--- src/rtl/vga_mixer_pkg.sv ---
// Shared colour types, constants and channel-expansion helper for the VGA mixer.
package vga_mixer_pkg;

  typedef logic [2:0] rgb_t;

  localparam rgb_t RGB_BLACK = 3'b000;
  localparam rgb_t RGB_WHITE = 3'b111;

  // Widest output channel the expansion helper can produce.
  localparam int unsigned CH_W_MAX = 16;

  // Replicate one colour bit across the low 'width' bits of a channel.
  function automatic logic [CH_W_MAX-1:0] rgb_expand(input logic bit_in, input int unsigned width);
    logic [CH_W_MAX-1:0] ch;
    ch = '0;
    for (int unsigned i = 0; i < CH_W_MAX; i++) begin
      if (i < width) ch[i] = bit_in;
    end
    return ch;
  endfunction

endpackage

--- src/rtl/vga_square_mover.sv ---
// Square position / direction state and frame tick.
// Motion is enabled by defining VGA_LAYER_MIXER_BOUNCE_EN; otherwise the square
// stays centred and freeze is ignored.
module vga_square_mover #(
  parameter int unsigned screen_width  = 640,
  parameter int unsigned screen_height = 480,
  parameter int unsigned w_x           = $clog2(screen_width),
  parameter int unsigned w_y           = $clog2(screen_height),
  parameter int unsigned sq_size       = 100,
  parameter int unsigned sq_step       = 2
) (
  input  logic         clk,
  input  logic         rst,
  input  logic         frame_end,
  input  logic         freeze,
  output logic [w_x:0] sq_x,
  output logic [w_y:0] sq_y,
  output logic         frame_tick
);

  localparam int unsigned XW = w_x + 1;
  localparam int unsigned YW = w_y + 1;

  localparam logic [XW-1:0] X_INIT = XW'((screen_width - sq_size) / 2);
  localparam logic [YW-1:0] Y_INIT = YW'((screen_height - sq_size) / 2);

  // Tick pulses in the cycle after the last active pixel leaves stage 1.
  always_ff @(posedge clk or negedge rst) begin
    if (!rst) frame_tick <= 1'b0;
    else      frame_tick <= frame_end;
  end

`ifdef VGA_LAYER_MIXER_BOUNCE_EN
  localparam logic [XW-1:0] X_MAX  = XW'(screen_width - sq_size);
  localparam logic [YW-1:0] Y_MAX  = YW'(screen_height - sq_size);
  localparam logic [XW-1:0] X_DIM  = XW'(screen_width);
  localparam logic [YW-1:0] Y_DIM  = YW'(screen_height);
  localparam logic [XW-1:0] X_SIZE = XW'(sq_size);
  localparam logic [YW-1:0] Y_SIZE = YW'(sq_size);
  localparam logic [XW-1:0] X_STEP = XW'(sq_step);
  localparam logic [YW-1:0] Y_STEP = YW'(sq_step);

  logic [XW-1:0] pos_x, pos_x_nxt;
  logic [YW-1:0] pos_y, pos_y_nxt;
  logic          dir_x, dir_x_nxt;
  logic          dir_y, dir_y_nxt;

  // Bounce arithmetic: clamp to the screen edge and reverse on overshoot.
  always_comb begin
    pos_x_nxt = pos_x;
    dir_x_nxt = dir_x;
    pos_y_nxt = pos_y;
    dir_y_nxt = dir_y;
    if (dir_x) begin
      if (pos_x + X_STEP + X_SIZE > X_DIM) begin
        pos_x_nxt = X_MAX;
        dir_x_nxt = 1'b0;
      end else begin
        pos_x_nxt = pos_x + X_STEP;
      end
    end else if (pos_x < X_STEP) begin
      pos_x_nxt = '0;
      dir_x_nxt = 1'b1;
    end else begin
      pos_x_nxt = pos_x - X_STEP;
    end
    if (dir_y) begin
      if (pos_y + Y_STEP + Y_SIZE > Y_DIM) begin
        pos_y_nxt = Y_MAX;
        dir_y_nxt = 1'b0;
      end else begin
        pos_y_nxt = pos_y + Y_STEP;
      end
    end else if (pos_y < Y_STEP) begin
      pos_y_nxt = '0;
      dir_y_nxt = 1'b1;
    end else begin
      pos_y_nxt = pos_y - Y_STEP;
    end
  end

  // Position moves on the same edge that raises frame_tick.
  always_ff @(posedge clk or negedge rst) begin
    if (!rst) begin
      pos_x <= X_INIT;
      pos_y <= Y_INIT;
      dir_x <= 1'b1;
      dir_y <= 1'b1;
    end else if (frame_end && !freeze) begin
      pos_x <= pos_x_nxt;
      pos_y <= pos_y_nxt;
      dir_x <= dir_x_nxt;
      dir_y <= dir_y_nxt;
    end
  end

  assign sq_x = pos_x;
  assign sq_y = pos_y;
`else
  logic unused_freeze;
  assign unused_freeze = freeze;

  assign sq_x = X_INIT;
  assign sq_y = Y_INIT;
`endif

endmodule

--- src/rtl/vga_layer_mixer.sv ---
// Two-stage layer compositor: prioritised game layers over a background with a
// (optionally bouncing) square, blanking and channel expansion.
// Optional feature macro: VGA_LAYER_MIXER_BOUNCE_EN.
module vga_layer_mixer
  import vga_mixer_pkg::*;
#(
  parameter int unsigned screen_width  = 640,
  parameter int unsigned screen_height = 480,
  parameter int unsigned w_x           = $clog2(screen_width),
  parameter int unsigned w_y           = $clog2(screen_height),
  parameter int unsigned n_layers      = 2,
  parameter int unsigned w_red         = 4,
  parameter int unsigned w_green       = 4,
  parameter int unsigned w_blue        = 4,
  parameter int unsigned sq_size       = 100,
  parameter int unsigned sq_step       = 2
) (
  input  logic                  clk,
  input  logic                  rst,
  input  logic                  display_on,
  input  logic [w_x-1:0]        x,
  input  logic [w_y-1:0]        y,
  input  logic [3*n_layers-1:0] layer_rgb,
  input  logic [n_layers-1:0]   layer_en,
  input  logic [2:0]            bg_rgb,
  input  logic [2:0]            sq_rgb,
  input  logic                  sq_en,
  input  logic                  freeze,
  output logic [w_red-1:0]      red,
  output logic [w_green-1:0]    green,
  output logic [w_blue-1:0]     blue,
  output logic                  frame_tick
);

  localparam int unsigned XW = w_x + 1;
  localparam int unsigned YW = w_y + 1;

  logic [XW-1:0] sq_x;
  logic [YW-1:0] sq_y;

  logic                  s1_display_on;
  logic [w_x-1:0]        s1_x;
  logic [w_y-1:0]        s1_y;
  logic [3*n_layers-1:0] s1_layer_rgb;
  logic [n_layers-1:0]   s1_layer_en;
  rgb_t                  s1_bg_rgb;
  rgb_t                  s1_sq_rgb;
  logic                  s1_hit;

  logic hit_c;
  logic frame_end_c;
  rgb_t pixel_c;

  vga_square_mover #(
    .screen_width (screen_width),
    .screen_height(screen_height),
    .w_x          (w_x),
    .w_y          (w_y),
    .sq_size      (sq_size),
    .sq_step      (sq_step)
  ) u_mover (
    .clk       (clk),
    .rst       (rst),
    .frame_end (frame_end_c),
    .freeze    (freeze),
    .sq_x      (sq_x),
    .sq_y      (sq_y),
    .frame_tick(frame_tick)
  );

  // Square hit test against the current position, widened to avoid wrap.
  always_comb begin
    hit_c = sq_en
         && (XW'(x) >= sq_x) && (XW'(x) < sq_x + XW'(sq_size))
         && (YW'(y) >= sq_y) && (YW'(y) < sq_y + YW'(sq_size));
  end

  // Stage 1: capture the pixel and its hit result.
  always_ff @(posedge clk or negedge rst) begin
    if (!rst) begin
      s1_display_on <= 1'b0;
      s1_x          <= '0;
      s1_y          <= '0;
      s1_layer_rgb  <= '0;
      s1_layer_en   <= '0;
      s1_bg_rgb     <= RGB_BLACK;
      s1_sq_rgb     <= RGB_BLACK;
      s1_hit        <= 1'b0;
    end else begin
      s1_display_on <= display_on;
      s1_x          <= x;
      s1_y          <= y;
      s1_layer_rgb  <= layer_rgb;
      s1_layer_en   <= layer_en;
      s1_bg_rgb     <= bg_rgb;
      s1_sq_rgb     <= sq_rgb;
      s1_hit        <= hit_c;
    end
  end

  // Last active pixel of the frame is sitting in stage 1.
  assign frame_end_c = s1_display_on
                    && (s1_x == w_x'(screen_width - 1))
                    && (s1_y == w_y'(screen_height - 1));

  // Priority select; descending scan so the lowest enabled opaque layer wins.
  always_comb begin
    pixel_c = s1_hit ? s1_sq_rgb : s1_bg_rgb;
    for (int i = n_layers - 1; i >= 0; i--) begin
      if (s1_layer_en[i] && (s1_layer_rgb[3*i +: 3] != RGB_BLACK)) pixel_c = s1_layer_rgb[3*i +: 3];
    end
    if (!s1_display_on) pixel_c = RGB_BLACK;
  end

  // Stage 2: registered, expanded colour outputs.
  always_ff @(posedge clk or negedge rst) begin
    if (!rst) begin
      red   <= '0;
      green <= '0;
      blue  <= '0;
    end else begin
      red   <= w_red'(rgb_expand(pixel_c[2], w_red));
      green <= w_green'(rgb_expand(pixel_c[1], w_green));
      blue  <= w_blue'(rgb_expand(pixel_c[0], w_blue));
    end
  end

endmodule

--- config.mk ---
export PLATFORM = sky130hd
export DESIGN_NAME = vga_layer_mixer
export DESIGN_NICKNAME = d
export VERILOG_FILES = /design/src/rtl/vga_mixer_pkg.sv /design/src/rtl/vga_square_mover.sv /design/src/rtl/vga_layer_mixer.sv
export SDC_FILE = /design/constraint.sdc
export NUM_CORES = 1
export LEC_CHECK = 0
export CAP_MARGIN = 40
export CORE_MARGIN = 2
export CORE_UTILIZATION = 45
export DETAILED_ROUTE_END_ITERATION = 8
export HOLD_SLACK_MARGIN = 0.12
export PLACE_DENSITY = 0.82
export SETUP_SLACK_MARGIN = 0.02
export SYNTH_ARGS = -nofsm -noshare
export SYNTH_HDL_FRONTEND = slang
export SYNTH_SLANG_ARGS = --single-unit
export TNS_END_PERCENT = 20
--- constraint.sdc ---
create_clock -name clk -period 2.23 [get_ports clk]
set_input_delay 0.223 -clock clk [delete_from_list [all_inputs] [get_ports clk]]
set_output_delay 0.223 -clock clk [all_outputs]
set_load 0.02 [all_outputs]
==> results summary <==
The sum of buffers and inverters on the critical path came out at 1. The part of the power in combinational logic came out at 12.6%. The critical path required time came out at between 2 and 2.5 ns. The worst setup path is of the flip-flop to primary output kind. The synthesized area is roughly 1300 um^2.

The top-level I/O count is 51. The switching power as a share of total power is ~22%. The number of buffers added for setup after CTS came out at 0. Clock-pin slew was measured on the worst setup and hold paths at approximately 0.11 ns. After the last flow step, the layout net total stands at approximately 170. Clock skew on the completed layout was measured at roughly 0.0094 ns. In the synthesized netlist, the number of instances is between 80 and 90.

After clock tree synthesis, the repair step resized 0 gates. The arrival time of data at the critical path endpoint came out at around 1.4 ns. The worst hold path begins at layer_rgb[0]. The path with the worst hold slack has its endpoint at s1_layer_rgb[0]. The smallest setup slack after layout came out at about 0.64 ns. The setup slack at placement is around 0.56 ns. In this run the worst hold path is classified as input pin to flip-flop. Wires add up to 2280 um.

The clock net in this run drives a total of 39 sinks. The number of unique standard cell types used by synthesis came out at 21. The pin count of the biggest net entering global routing is 40. The delay of the slowest cell on the worst path is about 0.63 ns. The violation count after the first detailed-routing iteration came out at 5. The kind of start point of the critical path is a flip-flop. Grouping stages by cell kind, the critical path spends the most delay in buffers and inverters. The die area came out at 3360 um^2. The number of nets in the synthesized netlist came out at around 120. The global route total overflow is 0. The number of warning messages in the yosys log came out at 0.

The estimated wirelength of the detail-placed design is about 1800 um. The leakage power summed over all cells is 0.757 nW. The post-detailed-route count of antenna-violating nets is 0. The time the worst path needs with I/O delays and setup is roughly 1.6 ns.

The total clock buffers created by CTS came out at 5. The average instance area after synthesis came out at around 15 um^2. The clock network is responsible for ~30% of the overall power.

The startpoint of the worst-slack reg-to-reg timing path is s1_hit. The share of the clock period used by the worst path after layout came out at between 70 and 80%. The fraction of final layout cells sized beyond drive strength 1 came out at under 10%.

The internal power contribution came out at 0.00102 W. The pre-antenna-repair detailed-routing pass consisted of 4 iterations. The part of the Yosys area used for sequential elements is 74.6%.

The actual transition at the worst max-transition pin came out at 0.816 ns. STA classifies the critical path endpoint as a primary output. The final routed DRC violation total is 0. The count of buffers from port buffering is between 40 and 50. The post-layout instance area came out at about 1800 um^2. The flow ran to the end, and the final reports show no timing, DRC or antenna violations. The power density of the placed cells came out at 710 nW/um^2. The via total after detailed routing is 860.

The total negative slack came out at 0 ns. The post-detailed-placement cell area is 1770 um^2. The critical path goes through clkdlybuf4s50_1.

The peak supply drop is a little under 0.0006 V. The CTS tree is yes. At the end of routability-driven placement, the weighted congestion stood at roughly 0.7. The relative max-transition margin is between 40% and 50%.

After floorplanning, the core was sized to cover 2760 um^2. The overall fraction of global-route tracks in use came out at 15.9%. The worst hold path stage count came out at 1.

The analysis attributes to net switching a power of 0.000285 W. The first-pass GRT wire length is between 3000 and 4000 um. The clock latency of the later-clocked register in the worst-skew pair is approximately 0.34 ns. The register share of total power is 57.9%. The tool flagged a number of max-cap violations equal to 0. The routed wire length per instance is approximately 14 um. The routed via count divided by cell count is between 5 and 6. The worst reg-to-reg path cell count is 3.

The die outline height came out at a little under 60 um. The number of inserted diodes came out at 0. The endpoint identified for the worst register-to-register timing path is blue[0]. The floorplan die width came out at about 58 um. The maximum clock frequency is 627 MHz. The via count of the first global-routing pass came out at between 800 and 900.

From synthesis to final layout, the design area changed by 40.9%. The tree is rooted in a sky130_fd_sc_hd__clkbuf_4. The initial core utilization is between 40% and 50%. The final number of max-transition violations came to 0. The deepest level of the CTS H-tree is 2. Buffers inserted to repair hold after CTS numbered 1.

The register bit total from synthesis is 39. The total setup violations reported at the end of the flow came out at 0. The critical path starts at blue[0]. Setup repair after global routing left no endpoint under its margin. The initial antenna violation count came to 0. The number of endpoints with negative hold slack in the final report came out at 0. The total number of placement rows came out at 19. The biggest fanout along the worst timing path came out at 4. In this run the deepest clock path goes through 2 buffers. For this design, the slowest cell found on the critical path is sky130_fd_sc_hd__clkdlybuf4s50_1.

For flop-to-flop paths, the worst setup slack is between 0.8 and 0.9 ns.
==> power by group through the flow <==
stage / sequential, W / clock, W / combinational [W]
6_report: 0.000758 / 0.000387 / 0.000165
5_1_grt: 0.000762 / 0.000435 / 0.000179
4_1_cts: 0.000759 / 0.000402 / 0.000168
3_5_place_dp: 0.000773 / 0 / 0.000166
3_3_place_gp: 0.000770 / 0 / 0.000162
2_1_floorplan: 0.000774 / 0 / 0.0000568
==> cells in the final DEF (no fill, tap or decap), drive strengths merged, types with 2 or more instances in the layout <==
master	Yosys	layout
nor3	2	2
o21ai	3	3
nand4	2	2
a22oi	2	2
clkdlybuf4s50	0	48
o31ai	2	2
nand3	4	4
nor2	3	3
dfrtp	39	39
nand4b	4	4
mux2	3	3
clkbuf	0	8
a21oi	3	3
==> kinds of logic after synthesis <==
family | after synthesis | share of synthesized area (%)
DFF | 39 | 74.6
and+or+nand+nor | 20 | 9.37
AOI/OAI and AO/OA | 14 | 8.32
buffers and inverters | 9 | 5.16
muxes | 3 | 2.58
==> sequential cells by signal (all words and copies together), names as in the netlist <==
register	flops
s1_layer_en	2
green	1
s1_x	10
s1_hit	1
s1_bg_rgb	3
s1_layer_rgb	6
blue	1
s1_display_on	1
s1_sq_rgb	3
red	1
u_mover.frame_tick	1
s1_y	9
==> routing by layer <==
| metal | track usage (%) | vias up | part of all wire (%) |
|---|---|---|---|
| li1 | - | 401 | - |
| met1 | 16.1 | 410 | 36 |
| met2 | 28.2 | 44 | 53 |
| met3 | 6.03 | 5 | 9.5 |
| met4 | 7.97 | 0 | 1.7 |
| met5 | 0 | - | 0 |
==> how the worst max path moves through the flow <==
| stage | cells past startpoint | to |
|---|---|---|
| floorplan | 3 | blue[0] |
| global placement | 4 | s1_hit |
| detailed placement | 4 | s1_hit |
| CTS | 1 | blue[1] |
| global route | 1 | blue[1] |
| finish | 1 | blue[1] |
==> synth_stat cells <==
master                      instances  area share [%]
sky130_fd_sc_hd__o41ai_2            1             1.2
sky130_fd_sc_hd__nor3b_1            1            0.57
sky130_fd_sc_hd__nor4_1             1            0.48
sky130_fd_sc_hd__nand3b_1           1            0.57
sky130_fd_sc_hd__nand4b_1           4             2.7
sky130_fd_sc_hd__nor2_1             3            0.86
sky130_fd_sc_hd__a222oi_1           1            0.76
sky130_fd_sc_hd__o21ai_0            3             1.1
sky130_fd_sc_hd__dfrtp_1           39              75
sky130_fd_sc_hd__nand4_1            2            0.96
sky130_fd_sc_hd__a21oi_1            3             1.1
sky130_fd_sc_hd__o31ai_1            2             1.1
sky130_fd_sc_hd__or3_1              1            0.48
sky130_fd_sc_hd__o21a_1             1            0.57
sky130_fd_sc_hd__buf_4              9             5.2
sky130_fd_sc_hd__nor3_1             2            0.76
sky130_fd_sc_hd__a2111oi_2          1             1.1
sky130_fd_sc_hd__and3_1             1            0.48
sky130_fd_sc_hd__nand3_1            4             1.5
sky130_fd_sc_hd__a22oi_1            2             1.1
sky130_fd_sc_hd__mux2_2             3             2.6
==> cell type report <==
class	instances	area, um^2
Fill cell	214	913
Tap cell	31	38.8
Timing Repair Buffer	50	495
Sequential cell	39	976
Clock buffer	8	68.8
Multi-Input combinational cell	37	265
==> through the flow <==
stage	util [%]	total power, W	hold slack [ns]	instances
finish	66.9	0.00131	0.313	165
global route	66.9	0.00138	0.287	165
CTS	66.9	0.00133	0.297	165
detailed placement	64.0	0.000939	0.359	156
global placement	64.0	0.000932	0.339	156
floorplan	-	0.000831	-0.0726	85
No activity file was read; power rests on OpenSTA's default activity.
